$ cat src/rtl/sort_ctrl.sv
// Job sequencer and memory-port owner for the bubble-sort engine: load, length write, sort, drain.
// Optional SORT-state cycle counter is built when SORT_CTRL_CYCLE_CNT_EN is defined.
module sort_ctrl #(
    parameter int unsigned dataWidth = 32,
    parameter int unsigned addrWidth = 10
) (
    input  logic                 clk,
    input  logic                 rst,
    input  logic                 cmd_valid,
    output logic                 cmd_ready,
    input  logic [addrWidth-1:0] cmd_len,
    input  logic                 in_valid,
    output logic                 in_ready,
    input  logic [dataWidth-1:0] in_data,
    output logic                 out_valid,
    input  logic                 out_ready,
    output logic [dataWidth-1:0] out_data,
    output logic                 out_last,
    output logic                 busy,
    output logic                 err,
    output logic [31:0]          sort_cycles,
    output logic                 sort_start,
    input  logic                 sort_finish,
    output logic                 sort_rst,
    input  logic [addrWidth-1:0] eng_raddr,
    input  logic [addrWidth-1:0] eng_waddr,
    input  logic [dataWidth-1:0] eng_wdata,
    input  logic                 eng_wen,
    output logic [addrWidth-1:0] mem_raddr,
    output logic [addrWidth-1:0] mem_waddr,
    output logic [dataWidth-1:0] mem_wdata,
    output logic                 mem_wen,
    input  logic [dataWidth-1:0] mem_rdata
);

    localparam logic [addrWidth-1:0] Top     = '1;
    localparam logic [addrWidth-1:0] AddrOne = addrWidth'(1);

    typedef enum logic [2:0] {
        StIdle, StLoad, StLen, StPrime, StSort, StErst, StDrainRd, StDrainOut
    } state_e;

    state_e               state_q;
    logic [addrWidth-1:0] len_q;
    logic [addrWidth-1:0] wcnt_q;
    logic [addrWidth-1:0] rcnt_q;
    logic [dataWidth-1:0] out_q;
    logic                 fresh_q;
    logic                 err_q;
    logic                 last;
    logic                 wen;

    assign last = (rcnt_q == (len_q - AddrOne));

    always_ff @(posedge clk) begin
        if (rst) begin
            state_q <= StIdle;
            len_q   <= '0;
            wcnt_q  <= '0;
            rcnt_q  <= '0;
            out_q   <= '0;
            fresh_q <= 1'b0;
            err_q   <= 1'b0;
        end else begin
            err_q   <= 1'b0;
            fresh_q <= 1'b0;
            unique case (state_q)
                StIdle: begin
                    if (cmd_valid) begin
                        len_q  <= cmd_len;
                        wcnt_q <= '0;
                        rcnt_q <= '0;
                        if (cmd_len == '0) begin
                            err_q <= 1'b1;
                        end else begin
                            state_q <= StLoad;
                        end
                    end
                end
                StLoad: begin
                    if (in_valid) begin
                        wcnt_q <= wcnt_q + AddrOne;
                        if (wcnt_q == (len_q - AddrOne)) begin
                            state_q <= StLen;
                        end
                    end
                end
                StLen: begin
                    state_q <= (len_q == AddrOne) ? StDrainRd : StPrime;
                end
                StPrime: begin
                    state_q <= StSort;
                end
                StSort: begin
                    if (sort_finish) begin
                        state_q <= StErst;
                    end
                end
                StErst: begin
                    state_q <= StDrainRd;
                end
                StDrainRd: begin
                    state_q <= StDrainOut;
                    fresh_q <= 1'b1;
                end
                StDrainOut: begin
                    // Read data is only valid in the first DRAIN_OUT cycle; keep a copy after that.
                    if (fresh_q) begin
                        out_q <= mem_rdata;
                    end
                    if (out_ready) begin
                        if (last) begin
                            state_q <= StIdle;
                        end else begin
                            rcnt_q  <= rcnt_q + AddrOne;
                            state_q <= StDrainRd;
                        end
                    end
                end
                default: begin
                    state_q <= StIdle;
                end
            endcase
        end
    end

    // The engine only sees the memory during SORT; it keeps writing after Finish.
    always_comb begin
        mem_raddr = Top;
        mem_waddr = Top;
        mem_wdata = '0;
        wen       = 1'b0;
        case (state_q)
            StLoad: begin
                wen       = in_valid;
                mem_waddr = wcnt_q;
                mem_wdata = in_data;
            end
            StLen: begin
                wen       = 1'b1;
                mem_waddr = Top;
                mem_wdata = dataWidth'(len_q);
            end
            StSort: begin
                mem_raddr = eng_raddr;
                mem_waddr = eng_waddr;
                mem_wdata = eng_wdata;
                wen       = eng_wen;
            end
            StDrainRd: begin
                mem_raddr = rcnt_q;
            end
            default: begin
            end
        endcase
    end

    assign mem_wen    = wen & ~rst;
    assign cmd_ready  = (state_q == StIdle) & ~rst;
    assign in_ready   = (state_q == StLoad) & ~rst;
    assign out_valid  = (state_q == StDrainOut) & ~rst;
    assign out_last   = (state_q == StDrainOut) & last & ~rst;
    assign out_data   = ((state_q == StDrainOut) && fresh_q) ? mem_rdata : out_q;
    assign busy       = (state_q != StIdle) & ~rst;
    assign err        = err_q & ~rst;
    assign sort_start = (state_q == StSort) & ~rst;
    assign sort_rst   = rst | (state_q == StErst);

`ifdef SORT_CTRL_CYCLE_CNT_EN
    logic [31:0] cyc_q;

    always_ff @(posedge clk) begin
        if (rst) begin
            cyc_q <= '0;
        end else if ((state_q == StIdle) && cmd_valid && (cmd_len != '0)) begin
            cyc_q <= '0;
        end else if ((state_q == StSort) && (cyc_q != 32'hFFFF_FFFF)) begin
            cyc_q <= cyc_q + 32'd1;
        end
    end

    assign sort_cycles = cyc_q;
`else
    assign sort_cycles = '0;
`endif

endmodule

$ cat config.mk
export PLATFORM = sky130hd
export DESIGN_NAME = sort_ctrl
export DESIGN_NICKNAME = d
export VERILOG_FILES = /design/src/rtl/sort_ctrl.sv
export SDC_FILE = /design/constraint.sdc
export NUM_CORES = 1
export LEC_CHECK = 0
export BUFFER_PORTS_ARGS = -buffer_cell sky130_fd_sc_hd__buf_2
export CORE_MARGIN = 1
export CORE_UTILIZATION = 40
export DETAILED_ROUTE_END_ITERATION = 10
export PLACE_DENSITY_LB_ADDON = 0.05
export SETUP_SLACK_MARGIN = 0.2
export SLEW_MARGIN = 20
export SYNTH_ARGS = -nofsm -noshare
export SYNTH_HDL_FRONTEND = slang
export SYNTH_SLANG_ARGS = --single-unit
export TNS_END_PERCENT = 30
$ cat constraint.sdc
create_clock -name clk -period 2.16 [get_ports clk]
set_input_delay 0.108 -clock clk [delete_from_list [all_inputs] [get_ports clk]]
set_output_delay 0.108 -clock clk [all_outputs]
set_load 0.01 [all_outputs]
==> results.sh, run 1 <==
export IMPL_status="finished, violations left"
export IMPL_violations="negative setup slack"
export IMPL_crit_type="reg -> out"
export IMPL_slew_headroom_pct=46.7
export IMPL_die_y_um=107
export IMPL_io_buffers=225
export IMPL_dieArea_um2=11500
export IMPL_finalNonFillerCells=920
export IMPL_grt_pass1_wl_um=21300
export IMPL_post_route_util_pct=60.0
export IMPL_synth_ff_type="dfxtp_1"
export IMPL_hold_class="in -> reg"
export IMPL_p_leak_nw=3.14
export IMPL_via_count=4722
export IMPL_via_per_inst=5.13
export IMPL_io_pins=258
export IMPL_cts_sinks=67
export IMPL_synth_top_cell_area_share_pct=30.4
export IMPL_h_tree_depth=3
export IMPL_critPathRequiredTime_ns=2.05
export IMPL_final_cell_mix="224 x buf_2, 56 x dfxtp_1, 38 x buf_4"
export IMPL_grt_util_all_layers_pct=24.0
export IMPL_r2r_slack_ns=-0.08
export IMPL_fin_area_um2=6470
export IMPL_drv_cap=0
export IMPL_critPathLaunch="len_q[1]"
export IMPL_grt_max_degree=36
export IMPL_antenna_found_initial=0
export IMPL_final_common_cell="buf_2"
export IMPL_clock_fmax_mhz=428
export IMPL_dieWidth_um=107
export IMPL_grt_setup_unrepaired="true"
export IMPL_peakVddDrop_uv=346
export IMPL_synth_cell_types=64
export IMPL_synth_top_area_cell="dfxtp_1"
export IMPL_hold_violations=0
export IMPL_fp_coreArea_um2=10800
export IMPL_min_period_over_period_pct=108
export IMPL_drive_above_1_share_pct=50.3
export IMPL_critical_path_reg2reg_endpoint="rcnt_q[5]"
export IMPL_async_flop_share_pct=0
export IMPL_antenna_cells=0
export IMPL_rr_worst_depth=10
export IMPL_first_pass_iters=4
export IMPL_drt_iter0_drc=248
export IMPL_row_count=38
export IMPL_grt_overflow=0
export IMPL_drc=0
export IMPL_cp_end_kind="output pin"
export IMPL_worstPathArrival_ns=2.23
export IMPL_ys_warn_count=0
export IMPL_ant_nets=0
export IMPL_hpwl_um=10900
export IMPL_clkLatencyLatePin_ns=0.36
export IMPL_routed_wl_um=14900
export IMPL_crit_end="out_last"
export IMPL_startpoint_type="flop"
export IMPL_powerDensity_nw_per_um2=518
export IMPL_r2r_start="len_q[1]"
export IMPL_fin_ws_ns=-0.175
export IMPL_synth_area_leaders="dfxtp_1 30%, mux2_2 8.2%, buf_4 5.8%, a22o_1 5.6%, nor2b_1 5.2%"
export IMPL_gp_congestion=0.845
export IMPL_initial_core_util_pct=40.9
export IMPL_cts_tree="built"
export IMPL_synth_edf_count=0
export IMPL_wl_per_cell_um=16.2
export IMPL_tightestPinTransition_ns=0.796
export IMPL_placed_cells=877
export IMPL_max_clock_path_buffers=2
export IMPL_syn_to_final_growth_pct=46.5
export IMPL_synth_avg_cell_area_um2=8.55
export IMPL_nNetsFinal=912
export IMPL_clkTransAtPathRegs_ns=0.07
export IMPL_synthesis_area_um2=4420
export IMPL_pre_cts_ws_ns=-0.0509
export IMPL_yosysSeqAreaShare_pct=30.4
export IMPL_fin_crit_ns=2.34
export IMPL_setup_violations_final=6
export IMPL_cts_root_buf="clkbuf_8"
export IMPL_synth_seq_cells=67
export IMPL_cts_made_buffers=9
export IMPL_first_global_vias=4150
export IMPL_skew_ns=0.0140
export IMPL_final_max_slew_viol_count=0
export IMPL_netlist_instances=517
export IMPL_place_area_um2=5710
export IMPL_crit_path_max_fanout=3
repair_timing:
action	4_1_cts	5_1_grt
setup endpoints to repair	99	86
hold endpoints to repair	8	0
buffers inserted	8	8
gates resized for setup	36	32
hold buffers	8	0
pin swaps	14	9
cloned	0	3
state kept, by name (all words and copies together), names as in the netlist:
name,flops
err_q,1
fresh_q,1
len_q,10
out_q,32
rcnt_q,10
state_q,3
wcnt_q,10
stage by stage:
step | hold slack (ns) | power (W) | setup TNS (ns)
floorplan | 0.216 | 0.00173 | 0
global placement | 0.337 | 0.00197 | 0
detailed placement | 0.345 | 0.00198 | -0.132
CTS | 0.00256 | 0.00330 | -0.244
global route | 0.0257 | 0.00350 | -1.01
finish | 0.0120 | 0.00335 | -0.308
Yosys cell counts (11+ instances only):
cell,count
dfxtp_1,67
nor2_1,39
nor2b_1,37
buf_4,34
mux2_2,32
nand2_1,30
a22o_1,28
clkbuf_1,26
o21ai_0,20
o22a_1,18
nand3_1,17
xnor2_1,17
a21oi_1,16
xor2_1,16
a22oi_1,11
layer usage:
| layer | vias to the layer above | GRT usage [%] | part of all wire [%] |
|---|---|---|---|
| li1 | 2299 | - | - |
| met1 | 2212 | 31.0 | 43 |
| met2 | 189 | 40.8 | 48 |
| met3 | 22 | 5.05 | 7.1 |
| met4 | 0 | 5.48 | 1.7 |
| met5 | - | 0 | 0 |
worst max-delay path: stages (launching register included):
cell     delay, ns
dfxtp_2       0.34
inv_2         0.09
ha_4          0.14
nor3b_4       0.27
buf_6         0.15
nand3_4       0.07
xnor2_2       0.17
buf_4         0.15
nand3_2       0.06
and4b_2       0.32
buf_6         0.11
area by class of cell:
cell class / count / area (um^2)
Clock buffer: 9 / 124
Clock inverter: 7 / 105
Fill cell: 969 / 4320
Inverter: 5 / 21.3
Multi-Input combinational cell: 405 / 2950
Sequential cell: 67 / 1360
Tap cell: 140 / 175
Timing Repair Buffer: 287 / 1730
logic make-up (layout without fill, tap and decap cells):
logic type	Yosys count	in the layout	synth area share, %
simple gates	180	180	22.5
xor+xnor	33	33	6.54
fa+ha+maj	4	4	1.13
other cells	1	32	0.0849
buf+inv	77	308	10.6
flops	67	67	30.4
compound gates	120	121	19.9
mux	35	35	8.92
how the worst min path moves through the flow:
stage | from | endpoint | depth (start not counted)
3_5_place_dp | cmd_len[7] | len_q[7] | 2
3_3_place_gp | cmd_len[8] | len_q[8] | 2
2_1_floorplan | cmd_len[0] | len_q[0] | 2
5_1_grt | cmd_len[0] | len_q[0] | 3
4_1_cts | cmd_len[0] | len_q[0] | 3
6_report | cmd_len[0] | len_q[0] | 3
power by group:
part / total (W) / switching (W) / internal, W
logic: 0.000836 / 0.000408 / 0.000428
registers: 0.00128 / 0.0000334 / 0.00125
clock network: 0.00123 / 0.000563 / 0.000670
total: 0.00335 / 0.00100 / 0.00235
Power figures use the tool's default switching activity.
==> run 2: changes to the inputs <==
--- a/config.mk
+++ b/config.mk
@@ -10,8 +10,9 @@
 export CORE_UTILIZATION = 40
 export DETAILED_ROUTE_END_ITERATION = 10
 export PLACE_DENSITY_LB_ADDON = 0.05
+export REMOVE_ABC_BUFFERS = 1
 export SETUP_SLACK_MARGIN = 0.2
-export SLEW_MARGIN = 20
+export SLEW_MARGIN = 10
 export SYNTH_ARGS = -nofsm -noshare
 export SYNTH_HDL_FRONTEND = slang
 export SYNTH_SLANG_ARGS = --single-unit
==> run 2 against run 1 <==
Against the previous run:
- the flow still finishes with violations (negative setup slack)
- clock skew is 0.0053 ns lower
- combinational power shrank 2%
- utilization increased by 3.2 points
- cell area increased by 5.3%
- sequential power about the same
- clock-buffer cell count did not move
- via count rose by 1.1%
- die area unchanged
- critical path type unchanged
- critical endpoint unchanged
- largest power group unchanged
==> results.sh, run 2 (synthesized netlist as in run 1, its figures left out) <==
export IMPL_hold_violations=0
export IMPL_initial_core_util_pct=40.9
export IMPL_worstPathArrival_ns=2.15
export IMPL_routed_wl_um=16100
export IMPL_fp_coreArea_um2=10800
export IMPL_h_tree_depth=3
export IMPL_fin_crit_ns=2.26
export IMPL_finalPower_w=0.00318
export IMPL_fin_ws_ns=-0.100
export IMPL_grt_max_degree=33
export IMPL_peakVddDrop_uv=445
export IMPL_combPwrFrac_pct=25.7
export IMPL_io_pins=258
export IMPL_final_seq_area_um2=1360
export IMPL_p_sw_w=0.000981
export IMPL_ant_nets=0
export IMPL_post_route_util_pct=63.2
export IMPL_grt_overflow=0
export IMPL_wl_per_cell_um=17.3
export IMPL_final_max_slew_viol_count=0
export IMPL_powerDensity_nw_per_um2=467
export IMPL_crit_path_max_fanout=4
export IMPL_cp_end_kind="output pin"
export IMPL_clock_fmax_mhz=442
export IMPL_die_y_um=107
export IMPL_grt_use_met2_pct=43.8
export IMPL_hold_class="in -> reg"
export IMPL_cts_made_buffers=9
export IMPL_grt_pass1_wl_um=23800
export IMPL_cts_sinks=67
export IMPL_grtUsageMet1_pct=35.2
export IMPL_clkLatencyLatePin_ns=0.36
export IMPL_setup_violations_final=4
export IMPL_drive_above_1_share_pct=51.3
export IMPL_crit_type="reg -> out"
export IMPL_slew_headroom_pct=66.4
export IMPL_io_buffers=225
export IMPL_via_per_inst=5.14
export IMPL_final_cell_mix="202 x buf_2, 58 x dfxtp_1, 48 x buf_4"
export IMPL_critPathRequiredTime_ns=2.05
export IMPL_first_global_vias=4507
export IMPL_status="finished, violations left"
export IMPL_drc=0
export IMPL_placed_cells=888
export IMPL_via_count=4773
export IMPL_whs_ns=0.0300
export IMPL_row_count=38
export IMPL_clkTransAtPathRegs_ns=0.07
export IMPL_p_int_w=0.00220
export IMPL_num_fill_cells=918
export IMPL_nNetsFinal=921
export IMPL_sw_frac_of_total_pct=30.8
export IMPL_max_clock_path_buffers=2
export IMPL_largest_register="out_q"
export IMPL_startpoint_type="flop"
export IMPL_dieArea_um2=11500
export IMPL_p_leak_nw=3.30
export IMPL_cts_root_buf="clkbuf_8"
export IMPL_grt_setup_unrepaired="true"
export IMPL_min_period_over_period_pct=105
export IMPL_place_area_um2=5770
export IMPL_multi_input_area_um2=3110
export IMPL_first_pass_iters=4
export IMPL_gp_congestion=0.936
export IMPL_skew_ns=0.00873
export IMPL_syn_to_final_growth_pct=54.3
export IMPL_dieWidth_um=107
export IMPL_antenna_found_initial=0
export IMPL_grt_util_all_layers_pct=26.9
export IMPL_largest_register_ffs=32
export IMPL_antenna_cells=0
export IMPL_cts_tree="built"
export IMPL_busiest_layer="met2"
export IMPL_fin_area_um2=6820
export IMPL_grt_use_met3_pct=5.84
export IMPL_drt_iter0_drc=220
export IMPL_seq_power_share_pct=40.3
export IMPL_hpwl_um=11700
export IMPL_violations="negative setup slack"
export IMPL_p_clk_share_pct=34.0
export IMPL_finalNonFillerCells=929
export IMPL_drv_cap=0
export IMPL_tightestPinTransition_ns=0.504
export IMPL_final_common_cell="buf_2"
[run 2: per-layer routing]
layer	part of all wire (%)	vias up
li1	-	2327
met1	44	2260
met2	48	170
met3	7.1	16
met4	1.4	0
met5	0	-
[run 2: what timing repair did]
action | in CTS | in global routing
hold buffers | 7 | 0
resized for setup | 79 | 54
gates cloned | 1 | 3
buffers inserted | 5 | 9
endpoints found under the setup margin | 102 | 69
endpoints found under the hold margin | 7 | 0
pin swaps | 15 | 10
[run 2: final timing paths]
kind / to / cells past startpoint / start / slack [ns]
worst max register to register: rcnt_q[3] / 9 / len_q[1] / -0.04
worst max-delay path: out_last / 8 / len_q[0] / -0.10
worst min-delay path: len_q[1] / 3 / cmd_len[1] / 0.03
worst min register to register: len_q[0] / 2 / len_q[0] / 0.52
[run 2: worst max-delay path, cell delays in order, from the launching register on]
cell and delay [ns]:
dfxtp_2 0.33, buf_6 0.12, nor2_1 0.26, and2_2 0.27, o2bb2ai_2 0.13, and4_4 0.25
buf_6 0.10, and4b_2 0.24, buf_6 0.11
[run 2: final cells by class]
| class | count | share of cell area (%) |
|---|---|---|
| Clock buffer | 9 | 1.82 |
| Clock inverter | 7 | 1.14 |
| Inverter | 5 | 0.275 |
| Multi-Input combinational cell | 405 | 45.6 |
| Sequential cell | 67 | 20.0 |
| Tap cell | 140 | 2.57 |
| Timing Repair Buffer | 296 | 28.6 |
[run 2: power groups by stage]
stage	combinational [W]	clock (W)	sequential (W)
floorplan	0.000325	0	0.00131
global placement	0.000672	0	0.00131
detailed placement	0.000680	0	0.00131
CTS	0.000752	0.00110	0.00128
global route	0.000883	0.00116	0.00128
finish	0.000818	0.00108	0.00128
[run 2: stage by stage]
stage	worst slack, ns	setup TNS, ns
after floorplan	-1.17	-39.95
after global placement	-0.00437	-0.00437
after detailed placement	-0.0312	-0.0833
after CTS	-0.0783	-0.147
after global routing	-0.209	-1.25
final	-0.100	-0.199
==> run 3: changes to the inputs <==
--- a/config.mk
+++ b/config.mk
@@ -7,10 +7,9 @@
 export LEC_CHECK = 0
 export BUFFER_PORTS_ARGS = -buffer_cell sky130_fd_sc_hd__buf_2
 export CORE_MARGIN = 1
-export CORE_UTILIZATION = 40
+export CORE_UTILIZATION = 35
 export DETAILED_ROUTE_END_ITERATION = 10
 export PLACE_DENSITY_LB_ADDON = 0.05
-export REMOVE_ABC_BUFFERS = 1
 export SETUP_SLACK_MARGIN = 0.2
 export SLEW_MARGIN = 10
 export SYNTH_ARGS = -nofsm -noshare
==> run 3 against run 2 <==
Against the previous run:
- the run still ends with negative setup slack left
- global-route usage shrank 4.7 points
- die area grew 14%
- combinational power shrank 4.9%
- maximum frequency grew 2.7%
- clock power grew 53%
- clock skew shrank 0.0028 ns
- sequential share of layout area grew 0.97 points
- sequential power is essentially flat
- flip-flop and latch count is the same
- largest power group is now the clock network
- highest routed layer unchanged
==> results.sh, run 3 (synthesized netlist as in run 1, its figures left out) <==
export IMPL_cts_sinks=67
export IMPL_violations="negative setup slack"
export IMPL_slew_headroom_pct=48.5
export IMPL_hpwl_um=11400
export IMPL_via_count=4776
export IMPL_pre_cts_ws_ns=-0.0576
export IMPL_largest_register="out_q"
export IMPL_fin_ws_ns=-0.0403
export IMPL_drt_iter0_drc=300
export IMPL_cts_root_buf="clkbuf_16"
export IMPL_gp_congestion=0.889
export IMPL_place_area_um2=5780
export IMPL_fp_coreArea_um2=12200
export IMPL_critPathRequiredTime_ns=2.05
export IMPL_final_cell_mix="224 x buf_2, 59 x dfxtp_1, 43 x buf_4"
export IMPL_syn_to_final_growth_pct=46.5
export IMPL_startpoint_type="flop"
export IMPL_h_tree_depth=3
export IMPL_first_pass_iters=5
export IMPL_status="finished, violations left"
export IMPL_drv_cap=0
export IMPL_crit_type="reg -> out"
export IMPL_antenna_cells=0
export IMPL_hold_class="in -> reg"
export IMPL_max_clock_path_buffers=2
export IMPL_fin_crit_ns=2.20
export IMPL_tightestPinTransition_ns=0.770
export IMPL_routed_wl_um=15400
export IMPL_grt_pass1_wl_um=22400
export IMPL_cts_tree="built"
export IMPL_grt_util_all_layers_pct=22.2
export IMPL_grt_overflow=0
export IMPL_p_leak_nw=3.12
export IMPL_ant_nets=0
export IMPL_fin_area_um2=6470
export IMPL_final_max_slew_viol_count=0
export IMPL_initial_core_util_pct=36.3
export IMPL_grt_setup_unrepaired="true"
export IMPL_largest_register_ffs=32
export IMPL_io_buffers=225
export IMPL_dieWidth_um=114
export IMPL_min_period_over_period_pct=102
export IMPL_nNetsFinal=908
export IMPL_via_per_inst=5.06
export IMPL_die_y_um=114
export IMPL_setup_violations_final=1
export IMPL_io_pins=258
export IMPL_powerDensity_nw_per_um2=575
export IMPL_first_global_vias=4258
export IMPL_drc=0
export IMPL_worstPathArrival_ns=2.09
export IMPL_clock_fmax_mhz=454
export IMPL_cp_end_kind="output pin"
export IMPL_final_common_cell="buf_2"
export IMPL_cts_made_buffers=9
export IMPL_dieArea_um2=13100
export IMPL_antenna_found_initial=0
export IMPL_skew_ns=0.00593
export IMPL_wl_per_cell_um=16.3
export IMPL_clkTransAtPathRegs_ns=0.06
export IMPL_row_count=40
export IMPL_clkLatencyLatePin_ns=0.33
export IMPL_crit_path_max_fanout=3
export IMPL_hold_violations=0
export IMPL_drive_above_1_share_pct=48.6
export IMPL_peakVddDrop_uv=564
export IMPL_timing_setup_tns_ns=-0.0403
export IMPL_grt_max_degree=36
==> run 3: worst max-delay path, stage by stage, from the launching register on <==
cell       delay [ns]
dfxtp_1          0.38
and2b_2          0.23
or2_2            0.33
o2bb2ai_4        0.18
and4_4           0.27
and4b_2          0.26
buf_6            0.11
==> run 3: cell type report <==
class / instances / area [um^2]
inverters: 5 / 21.3
clock inverters: 5 / 82.6
clock buffers: 11 / 254
multi-input cells: 406 / 2900
fillers: 1202 / 5690
flip-flops and latches: 67 / 1360
repair buffers: 282 / 1650
well taps: 168 / 210
==> run 3: path summary, 6_finish.rpt <==
check | startpoint | slack, ns | cells past startpoint | to
min | cmd_len[1] | 0.01 | 3 | len_q[1]
max | rcnt_q[5] | -0.04 | 6 | out_last
max reg2reg | len_q[2] | 0.01 | 8 | state_q[1]
min reg2reg | len_q[0] | 0.52 | 2 | len_q[0]
==> run 3: per-layer routing <==
layer | up-vias | track usage [%] | part of all wire, %
li1 | 2302 | - | -
met4 | 0 | 9.87 | 2.5
met2 | 189 | 35.2 | 48
met5 | - | 0 | 0
met3 | 33 | 4.29 | 5.6
met1 | 2252 | 29.2 | 44
==> run 3: power breakdown <==
| group | total [W] | leakage (nW) | internal [W] | switching (W) |
|---|---|---|---|---|
| sequential | 0.00129 | 0.545 | 0.00125 | 0.0000332 |
| clock | 0.00165 | 0.165 | 0.00109 | 0.000570 |
| combinational | 0.000778 | 2.41 | 0.000390 | 0.000388 |
==> run 3: repair_timing <==
item | CTS | global route
setup buffers | 8 | 2
gates cloned | 1 | 2
hold buffers | 6 | 0
endpoints found under the setup margin | 43 | 95
pin swaps | 23 | 10
gates resized for setup | 20 | 22
hold endpoints to repair | 6 | 0
==> run 3: through the flow <==
stage	std cells	power [W]	hold slack, ns	utilization, %
floorplan	548	0.00173	0.216	-
global route	944	0.00386	0.0173	53.2
detailed placement	909	0.00200	0.333	47.5
finish	944	0.00372	0.0137	53.2
global placement	909	0.00199	0.334	47.5
CTS	940	0.00370	0.00269	51.9
